### src/rtl/aes_key_schedule_seq_pkg.sv
// Shared types, constants and helpers for the sequential AES key schedule.
package aes_key_schedule_seq_pkg;

  typedef enum logic [1:0] {
    KeyLen128 = 2'd0,
    KeyLen192 = 2'd1,
    KeyLen256 = 2'd2,
    KeyLenBad = 2'd3
  } key_len_e;

  typedef enum logic {
    StIdle,
    StRun
  } state_e;

  localparam logic [7:0] AES_RCON0 = 8'h01;

  // Number of 32-bit key words for a key length encoding (0 when illegal).
  function automatic logic [3:0] nk_of(input logic [1:0] key_len);
    case (key_len)
      2'd0:    return 4'd4;
      2'd1:    return 4'd6;
      2'd2:    return 4'd8;
      default: return 4'd0;
    endcase
  endfunction

  // Number of rounds for a key length encoding (0 when illegal).
  function automatic logic [3:0] nr_of(input logic [1:0] key_len);
    case (key_len)
      2'd0:    return 4'd10;
      2'd1:    return 4'd12;
      2'd2:    return 4'd14;
      default: return 4'd0;
    endcase
  endfunction

  // Multiply by x in GF(2^8) modulo x^8+x^4+x^3+x+1.
  function automatic logic [7:0] xtime(input logic [7:0] b);
    return {b[6:0], 1'b0} ^ (b[7] ? 8'h1b : 8'h00);
  endfunction

  function automatic logic [31:0] rot_word(input logic [31:0] w);
    return {w[23:0], w[31:24]};
  endfunction

endpackage

### src/rtl/aes_key_schedule_seq_if.sv
// Control and round-key stream bundle between the key schedule and its user.
interface aes_key_schedule_seq_if #(
  parameter int unsigned KEY_W   = 256,
  parameter int unsigned ROUND_W = 4
) ();

  logic               start;
  logic [1:0]         key_len;
  logic [KEY_W-1:0]   key;
  logic               abort;
  logic [127:0]       rk_data;
  logic [ROUND_W-1:0] rk_round;
  logic               rk_last;
  logic               rk_valid;
  logic               rk_ready;
  logic               busy;
  logic               done;
  logic               err;

  modport master (
    output start, key_len, key, abort, rk_ready,
    input  rk_data, rk_round, rk_last, rk_valid, busy, done, err
  );

  modport slave (
    input  start, key_len, key, abort, rk_ready,
    output rk_data, rk_round, rk_last, rk_valid, busy, done, err
  );

endinterface

### src/rtl/aes_key_schedule_seq_sub_word.sv
// SubWord: four parallel combinational AES S-box lookups.
module aes_sub_word (
  input  logic [31:0] i_word,
  output logic [31:0] o_word
);

  // Byte x lives at bits [(255-x)*8 +: 8], i.e. entry 0 is the top byte.
  localparam logic [2047:0] SBOX_TABLE = {
    128'h637c777bf26b6fc53001672bfed7ab76,
    128'hca82c97dfa5947f0add4a2af9ca472c0,
    128'hb7fd9326363ff7cc34a5e5f171d83115,
    128'h04c723c31896059a071280e2eb27b275,
    128'h09832c1a1b6e5aa0523bd6b329e32f84,
    128'h53d100ed20fcb15b6acbbe394a4c58cf,
    128'hd0efaafb434d338545f9027f503c9fa8,
    128'h51a3408f929d38f5bcb6da2110fff3d2,
    128'hcd0c13ec5f974417c4a77e3d645d1973,
    128'h60814fdc222a908846eeb814de5e0bdb,
    128'he0323a0a4906245cc2d3ac629195e479,
    128'he7c8376d8dd54ea96c56f4ea657aae08,
    128'hba78252e1ca6b4c6e8dd741f4bbd8b8a,
    128'h703eb5664803f60e613557b986c11d9e,
    128'he1f8981169d98e949b1e87e9ce5528df,
    128'h8ca1890dbfe6426841992d0fb054bb16
  };

  // One S-box lookup per byte lane.
  always_comb begin
    o_word = '0;
    for (int b = 0; b < 4; b++) begin
      o_word[8*b +: 8] = SBOX_TABLE[{~i_word[8*b +: 8], 3'b000} +: 8];
    end
  end

endmodule

### src/rtl/aes_key_schedule_seq.sv
// Sequential AES-128/192/256 key schedule: one schedule word per clock,
// grouped four at a time into 128-bit round keys on a valid/ready stream.
module aes_key_schedule_seq
  import aes_key_schedule_seq_pkg::*;
#(
  parameter int unsigned KEY_W   = 256,
  parameter int unsigned ROUND_W = 4
) (
  input logic                    i_clk,
  input logic                    i_rst_n,
  aes_key_schedule_seq_if.slave  rk_if
);

  state_e             r_state, w_state_nxt;
  logic [31:0]        r_win [8];   // r_win[k] holds w[i-1-k]
  logic [31:0]        r_buf [3];   // words 0..2 of the current round key
  logic [5:0]         r_cnt;       // schedule word index i
  logic [2:0]         r_kcnt;      // i mod Nk
  logic [7:0]         r_rcon;
  logic [3:0]         r_nk, r_nr;
  logic [1:0]         r_col;
  logic [ROUND_W-1:0] r_round;
  logic [127:0]       r_rk_data;
  logic [ROUND_W-1:0] r_rk_round;
  logic               r_rk_last, r_rk_valid, r_done, r_err;

  logic [31:0] w_key_word [8];
  logic [31:0] w_win_load [8];
  logic [31:0] w_old, w_sub_in, w_sub_out, w_new;
  logic [3:0]  w_nk_in;
  logic [5:0]  w_total;
  logic [2:0]  w_kcnt_max;
  logic        w_legal, w_accept, w_err_pulse, w_gen, w_load_slot, w_step, w_load;
  logic        w_hs, w_last_hs, w_is_rcon_step, w_pre_key;

  // Split the MSB-aligned key into words; words beyond KEY_W read as zero.
  for (genvar j = 0; j < 8; j++) begin : g_key_word
    if (j < KEY_W / 32) begin : g_used
      assign w_key_word[j] = rk_if.key[KEY_W-1-32*j -: 32];
    end else begin : g_unused
      assign w_key_word[j] = '0;
    end
  end

  assign w_nk_in     = nk_of(rk_if.key_len);
  assign w_legal     = (rk_if.key_len != KeyLenBad) && ((32'(w_nk_in) * 32) <= KEY_W);
  assign w_accept    = (r_state == StIdle) && rk_if.start && !rk_if.abort && w_legal;
  assign w_err_pulse = (r_state == StIdle) && rk_if.start && !rk_if.abort && !w_legal;

  assign w_total        = {r_nr + 4'd1, 2'b00};
  assign w_gen          = r_cnt < w_total;
  assign w_load_slot    = (r_col == 2'd3);
  assign w_hs           = r_rk_valid && rk_if.rk_ready;
  assign w_step         = (r_state == StRun) && !rk_if.abort && w_gen &&
                          (!w_load_slot || !r_rk_valid || rk_if.rk_ready);
  assign w_load         = w_step && w_load_slot;
  assign w_last_hs      = (r_state == StRun) && !rk_if.abort && w_hs && r_rk_last;
  assign w_pre_key      = r_cnt < {2'b00, r_nk};
  assign w_is_rcon_step = !w_pre_key && (r_kcnt == 3'd0);
  assign w_kcnt_max     = 3'(r_nk - 4'd1);

  // The key is preloaded so that w[i-Nk] slot delivers key word i while i < Nk.
  always_comb begin
    for (int k = 0; k < 8; k++) begin
      w_win_load[k] = '0;
      if (4'(k) < w_nk_in) begin
        w_win_load[k] = w_key_word[3'(w_nk_in - 4'd1 - 4'(k))];
      end
    end
  end

  // Single SubWord unit shared by the rcon step and the AES-256 mid-group step.
  assign w_old    = r_win[3'(r_nk - 4'd1)];
  assign w_sub_in = (r_kcnt == 3'd0) ? rot_word(r_win[0]) : r_win[0];

  aes_sub_word u_sub_word (
    .i_word (w_sub_in),
    .o_word (w_sub_out)
  );

  // Next schedule word w[i].
  always_comb begin
    w_new = w_old ^ r_win[0];
    if (w_pre_key) begin
      w_new = w_old;
    end else if (r_kcnt == 3'd0) begin
      w_new = w_old ^ w_sub_out ^ {r_rcon, 24'h0};
    end else if ((r_nk == 4'd8) && (r_kcnt == 3'd4)) begin
      w_new = w_old ^ w_sub_out;
    end
  end

  // FSM state register.
  always_ff @(posedge i_clk or negedge i_rst_n) begin
    if (!i_rst_n) r_state <= StIdle;
    else          r_state <= w_state_nxt;
  end

  // FSM next state.
  always_comb begin
    w_state_nxt = r_state;
    unique case (r_state)
      StIdle:  if (w_accept) w_state_nxt = StRun;
      StRun:   if (rk_if.abort || w_last_hs) w_state_nxt = StIdle;
      default: w_state_nxt = StIdle;
    endcase
  end

  // Datapath: window, counters, collector and output register.
  always_ff @(posedge i_clk or negedge i_rst_n) begin
    if (!i_rst_n) begin
      for (int k = 0; k < 8; k++) r_win[k] <= '0;
      for (int k = 0; k < 3; k++) r_buf[k] <= '0;
      r_cnt      <= '0;
      r_kcnt     <= '0;
      r_rcon     <= '0;
      r_nk       <= '0;
      r_nr       <= '0;
      r_col      <= '0;
      r_round    <= '0;
      r_rk_data  <= '0;
      r_rk_round <= '0;
      r_rk_last  <= 1'b0;
      r_rk_valid <= 1'b0;
      r_done     <= 1'b0;
      r_err      <= 1'b0;
    end else begin
      r_done <= w_last_hs;
      r_err  <= w_err_pulse;
      if (w_accept) begin
        for (int k = 0; k < 8; k++) r_win[k] <= w_win_load[k];
        r_nk       <= w_nk_in;
        r_nr       <= nr_of(rk_if.key_len);
        r_cnt      <= '0;
        r_kcnt     <= '0;
        r_rcon     <= AES_RCON0;
        r_col      <= '0;
        r_round    <= '0;
        r_rk_valid <= 1'b0;
      end else if (r_state == StRun) begin
        if (rk_if.abort) begin
          r_rk_valid <= 1'b0;
        end else begin
          if (w_step) begin
            r_win[0] <= w_new;
            for (int k = 1; k < 8; k++) r_win[k] <= r_win[k-1];
            r_cnt  <= r_cnt + 6'd1;
            r_kcnt <= (r_kcnt == w_kcnt_max) ? 3'd0 : r_kcnt + 3'd1;
            if (w_is_rcon_step) r_rcon <= xtime(r_rcon);
            if (w_load_slot) begin
              r_rk_data  <= {r_buf[0], r_buf[1], r_buf[2], w_new};
              r_rk_round <= r_round;
              r_rk_last  <= (r_round == ROUND_W'(r_nr));
              r_round    <= r_round + ROUND_W'(1);
              r_col      <= '0;
            end else begin
              r_buf[0] <= r_buf[1];
              r_buf[1] <= r_buf[2];
              r_buf[2] <= w_new;
              r_col    <= r_col + 2'd1;
            end
          end
          if (w_load)    r_rk_valid <= 1'b1;
          else if (w_hs) r_rk_valid <= 1'b0;
        end
      end
    end
  end

  assign rk_if.rk_data  = r_rk_data;
  assign rk_if.rk_round = r_rk_round;
  assign rk_if.rk_last  = r_rk_last;
  assign rk_if.rk_valid = r_rk_valid;
  assign rk_if.busy     = (r_state == StRun);
  assign rk_if.done     = r_done;
  assign rk_if.err      = r_err;

endmodule

### src/flat_wrapper.sv
// flat-port wrapper written by rule: the top's interface ports become plain ports
module aes_key_schedule_seq_flat import aes_key_schedule_seq_pkg::*;
#(
  parameter int unsigned KEY_W   = 256,
  parameter int unsigned ROUND_W = 4
)
  (i_clk, i_rst_n, rk_if_start, rk_if_key_len, rk_if_key, rk_if_abort, rk_if_rk_ready, rk_if_rk_data, rk_if_rk_round, rk_if_rk_last, rk_if_rk_valid, rk_if_busy, rk_if_done, rk_if_err);
  aes_key_schedule_seq_if #(.KEY_W(KEY_W), .ROUND_W(ROUND_W)) rk_if_i ();
  input logic i_clk;
  input logic i_rst_n;
  input wire logic [$bits(rk_if_i.start)-1:0] rk_if_start;
  input wire logic [$bits(rk_if_i.key_len)-1:0] rk_if_key_len;
  input wire logic [$bits(rk_if_i.key)-1:0] rk_if_key;
  input wire logic [$bits(rk_if_i.abort)-1:0] rk_if_abort;
  input wire logic [$bits(rk_if_i.rk_ready)-1:0] rk_if_rk_ready;
  output wire logic [$bits(rk_if_i.rk_data)-1:0] rk_if_rk_data;
  output wire logic [$bits(rk_if_i.rk_round)-1:0] rk_if_rk_round;
  output wire logic [$bits(rk_if_i.rk_last)-1:0] rk_if_rk_last;
  output wire logic [$bits(rk_if_i.rk_valid)-1:0] rk_if_rk_valid;
  output wire logic [$bits(rk_if_i.busy)-1:0] rk_if_busy;
  output wire logic [$bits(rk_if_i.done)-1:0] rk_if_done;
  output wire logic [$bits(rk_if_i.err)-1:0] rk_if_err;
  assign rk_if_i.start = rk_if_start;
  assign rk_if_i.key_len = rk_if_key_len;
  assign rk_if_i.key = rk_if_key;
  assign rk_if_i.abort = rk_if_abort;
  assign rk_if_i.rk_ready = rk_if_rk_ready;
  assign rk_if_rk_data = rk_if_i.rk_data;
  assign rk_if_rk_round = rk_if_i.rk_round;
  assign rk_if_rk_last = rk_if_i.rk_last;
  assign rk_if_rk_valid = rk_if_i.rk_valid;
  assign rk_if_busy = rk_if_i.busy;
  assign rk_if_done = rk_if_i.done;
  assign rk_if_err = rk_if_i.err;
  aes_key_schedule_seq #(.KEY_W(KEY_W), .ROUND_W(ROUND_W)) u_core (.i_clk(i_clk), .i_rst_n(i_rst_n), .rk_if(rk_if_i));
endmodule
### config.mk
export PLATFORM = sky130hd
export DESIGN_NAME = aes_key_schedule_seq_flat
export DESIGN_NICKNAME = d
export VERILOG_FILES = /design/src/rtl/aes_key_schedule_seq_pkg.sv /design/src/rtl/aes_key_schedule_seq_if.sv /design/src/rtl/aes_key_schedule_seq_sub_word.sv /design/src/rtl/aes_key_schedule_seq.sv /design/src/flat_wrapper.sv
export SDC_FILE = /design/constraint.sdc
export NUM_CORES = 2
export LEC_CHECK = 0
export ABC_AREA = 0
export BUFFER_PORTS_ARGS = -buffer_cell sky130_fd_sc_hd__buf_2
export CORE_MARGIN = 10
export CORE_UTILIZATION = 35
export CTS_CLUSTER_SIZE = 8
export DETAILED_ROUTE_END_ITERATION = 6
export PLACE_DENSITY = 0.61
export REMOVE_ABC_BUFFERS = 1
export SETUP_SLACK_MARGIN = 0.3
export SLEW_MARGIN = 15
export SYNTH_ARGS = -nofsm -noshare
export SYNTH_HDL_FRONTEND = slang
export SYNTH_HIERARCHICAL = 1
export SYNTH_SLANG_ARGS = --single-unit
### constraint.sdc
create_clock -name i_clk -period 6.4 [get_ports i_clk]
set_input_delay 0.32 -clock i_clk [delete_from_list [all_inputs] [get_ports i_clk]]
set_output_delay 0.32 -clock i_clk [all_outputs]
set_load 0.03 [all_outputs]
==> impl_results.md <==
* Status: complete, no violations
* Worst Path Buf+Inv at 3
* Final min period at between 5 and 6 ns
* First drt pass iteration count at 6
* Critical path's top delay family: compound AO/OA/AOI/OAI gates
* Setup WS pre-CTS at ~1.0 ns
* Pins Over Slew Limit at 0
* Routed vias at 41950
* Critical Path Start Type: flip-flop
* Max Cap Violations at 0
* Filler instances at between 10000 and 15000
* Crit end category: flip-flop
* Worst Path Arrival at slightly above 6 ns
* Setup Skew at roughly 0.049 ns
* Top-area cell type share of the netlist area at 30.94%
* Core Area at 0.1184 mm^2
* H-tree depth at 3
* Async SR Flop Fraction at 100.0%
* Die W at about 370 um
* Die Y at between 300 and 400 um
* Most frequent CP cell: ha_1
* GP Congestion at 1.012
* Share of cells above drive strength 1 at 20.26%
* Avg Cell Area, Syn at between 8 and 9 um^2
* EDFF count, synth at 0
* Netlist cell types at approximately 100
* Yosys reg bits at between 500 and 600
* RSZ-0062 raised after global routing: no
* Root buf cell: clkbuf_16
* Finished Core Util at 39.85%
* Post-synth top cells: nor2_1, dfrtp_1, mux2i_1
* Latest clock arrival within the worst-skew pair at slightly below 0.7 ns
* CP startpoint: u_core/r_kcnt[0]
* Clock Sinks at a little over 500
* Most frequent cell after synthesis: nor2_1
* DP Area at between 0.04 and 0.05 mm^2
* Slew HR at around 25%
* Main flop type after synthesis: dfrtp_1
* Cell chain of the critical path: inv_1, ha_1, nor2b_4, buf_12, mux2_2, clkinv_1, ha_1, and2_1, o21ai_0, o311ai_1, a31oi_1, a221oi_1, a311o_1, nand3_1, a21oi_1, xor2_1, a221o_1
* Critical Path RT at between 6 and 7 ns
* Port buffer count at between 300 and 400
* Post-synthesis cell count at between 4000 and 5000
* Final setup fails at 0
* Post-CTS setup buffers at 0
* Setup CP Type: reg2reg
* Largest net degree at the start of global routing at ~170
* Fin. Hold Viols at 0
* Mapped cell area at roughly 0.042 mm^2
* Critical Path Slowest Stage Cell: ha_1
* Final period util at 86.06%
* Worst setup margin at approximately 0.89 ns
* Synth area leader: dfrtp_1
* CTS tree: done
* Number of remaining DRC errors at 0
* First-pass GRT wire length at ~280000 um
* Least-Margin Pin Slew at about 1.1 ns
* Worst min-delay path class: in2reg
* Starting density of the core at between 30% and 40%
* DRT antenna net count at 0
* Routed WL at ~190000 um
* Hold path startpoint: rk_if_key[143]
* Clk pin slew, worst setup/hold paths at 0.06 ns
* Largest cells by area after synthesis: dfrtp_1, mux2i_1, mux2_2, nor2_1, a221oi_1
* Grt ovf at 0
* 1st-iter DRT viols at roughly 5000
* Vias in the first global route at a little over 40000
* Area Growth Syn to Fin at 12.62%
* Die area at between 0.1 and 0.15 mm^2
* Drt wl/cell at 28.51 um
* Vias/cell at between 6 and 7
* CP max stage delay at approximately 0.81 ns
* Setup TNS at 0 ns
* Initial antenna violation count at 15
* YS warnings at 6
* Worst-path maximum fanout at 38
* DP HPWL at around 130000 um
* GRT Overall Usage at 26.60%
* Sequential share of the synthesized area at 30.94%
* # resized after CTS at 0
* Cell Rows at ~130
* Layout Nets at about 5300
* Final instance area at between 0.04 and 0.05 mm^2
* CTS max path bufs at 3
* Cts bufs inserted at 76
* Top achievable clock speed at approximately 0.18 GHz
* Reg2Reg Launch Point: u_core/r_kcnt[0]
* Hold buffers post-CTS at 4
* I/O pin cnt at 400
## per-layer routing
| layer | share of wire [%] | global-route usage, % | up-vias | routed length [um] |
|---|---|---|---|---|
| li1 | - | - | 18410 | - |
| met1 | 42 | 35.88 | 20710 | 78800 |
| met2 | 45 | 41.69 | 2372 | 84490 |
| met3 | 9.2 | 5.922 | 445 | 17360 |
| met4 | 3.9 | 9.140 | 16 | 7317 |
| met5 | 0.051 | 0 | - | 95 |
## cells in the final DEF (no fill, tap or decap), types with 36 or more instances in the layout
cell type / Yosys / layout
o21ai_0: 292 / 292
a221o_1: 36 / 36
a31oi_1: 91 / 91
ha_1: 78 / 75
o211ai_1: 103 / 103
nor2b_1: 82 / 81
a21oi_1: 241 / 241
nor2_1: 623 / 622
nand3_1: 120 / 119
nand2b_1: 81 / 81
dfrtp_1: 518 / 517
mux2i_1: 336 / 336
clkbuf_16: 0 / 77
mux2_2: 289 / 285
a221oi_1: 220 / 220
nand2_1: 325 / 325
a311oi_1: 39 / 39
a211oi_1: 95 / 95
buf_2: 200 / 398
nor3_1: 102 / 102
mux4_2: 47 / 47
buf_4: 7 / 128
xor2_1: 50 / 50
## final timing paths
path | to | slack (ns) | cells past startpoint
setup reg to reg | u_core/r_win[233] | 0.89 | 17
setup / recovery | u_core/r_win[233] | 0.89 | 17
min in group asynchronous | u_core/r_buf[93] | 0.33 | 2
max in group asynchronous | u_core/r_win[17] | 4.52 | 3
hold reg to reg | u_core/rk_if.rk_data[99] | 0.47 | 1
hold / removal | u_core/r_win[111] | 0.13 | 5
## cell type report
type                            instances  area, um^2  area share [%]
Antenna cell                            6       15.01         0.03183
Clock buffer                           82        1976           4.188
Clock inverter                          9       225.2          0.4774
Inverter                               49       183.9          0.3899
Multi-Input combinational cell       3791       26580           56.34
Sequential cell                       518       12970           27.49
Tap cell                             1600        2002           4.244
Timing Repair Buffer                  542        3228           6.843
## stage by stage
stage,hold slack [ns],std cells
CTS,0.09169,6591
global route,0.1468,6593
detailed placement,0.4751,6496
floorplan,0.02441,4358
global placement,0.4711,6496
finish,0.1258,6597
## kinds of logic after synthesis
group                    share of synthesized area [%]
flip-flops                                       30.94
XOR/XNOR                                         1.213
adder cells (fa/ha/maj)                          2.354
AND/OR/NAND/NOR                                  16.67
buffers and inverters                            5.866
multiplexers                                     19.24
AO/OA/AOI/OAI                                    23.71
## flip-flops by register name, indices dropped and copies added (netlist names)
register,cells
u_core/rk_if.rk_valid,1
u_core/r_col,2
u_core/rk_if.busy,1
u_core/rk_if.rk_last,1
u_core/r_nk,3
u_core/r_nr,3
u_core/r_win,256
u_core/r_kcnt,3
u_core/r_round,4
u_core/r_rcon,8
u_core/r_cnt,6
u_core/r_buf,96
u_core/rk_if.err,1
u_core/rk_if.rk_data,128
u_core/rk_if.done,1
u_core/rk_if.rk_round,4
## tightest hold or removal path, cell delays in order
cell and delay (ns):
buf_2 0.08, mux2i_1 0.07, nor2_1 0.09, o21ai_0 0.08
o21ai_0 0.08
Power is left out: the tool's default activity adds up to more than one toggle a clock period on the data nets, which glitch-free logic cannot reach.
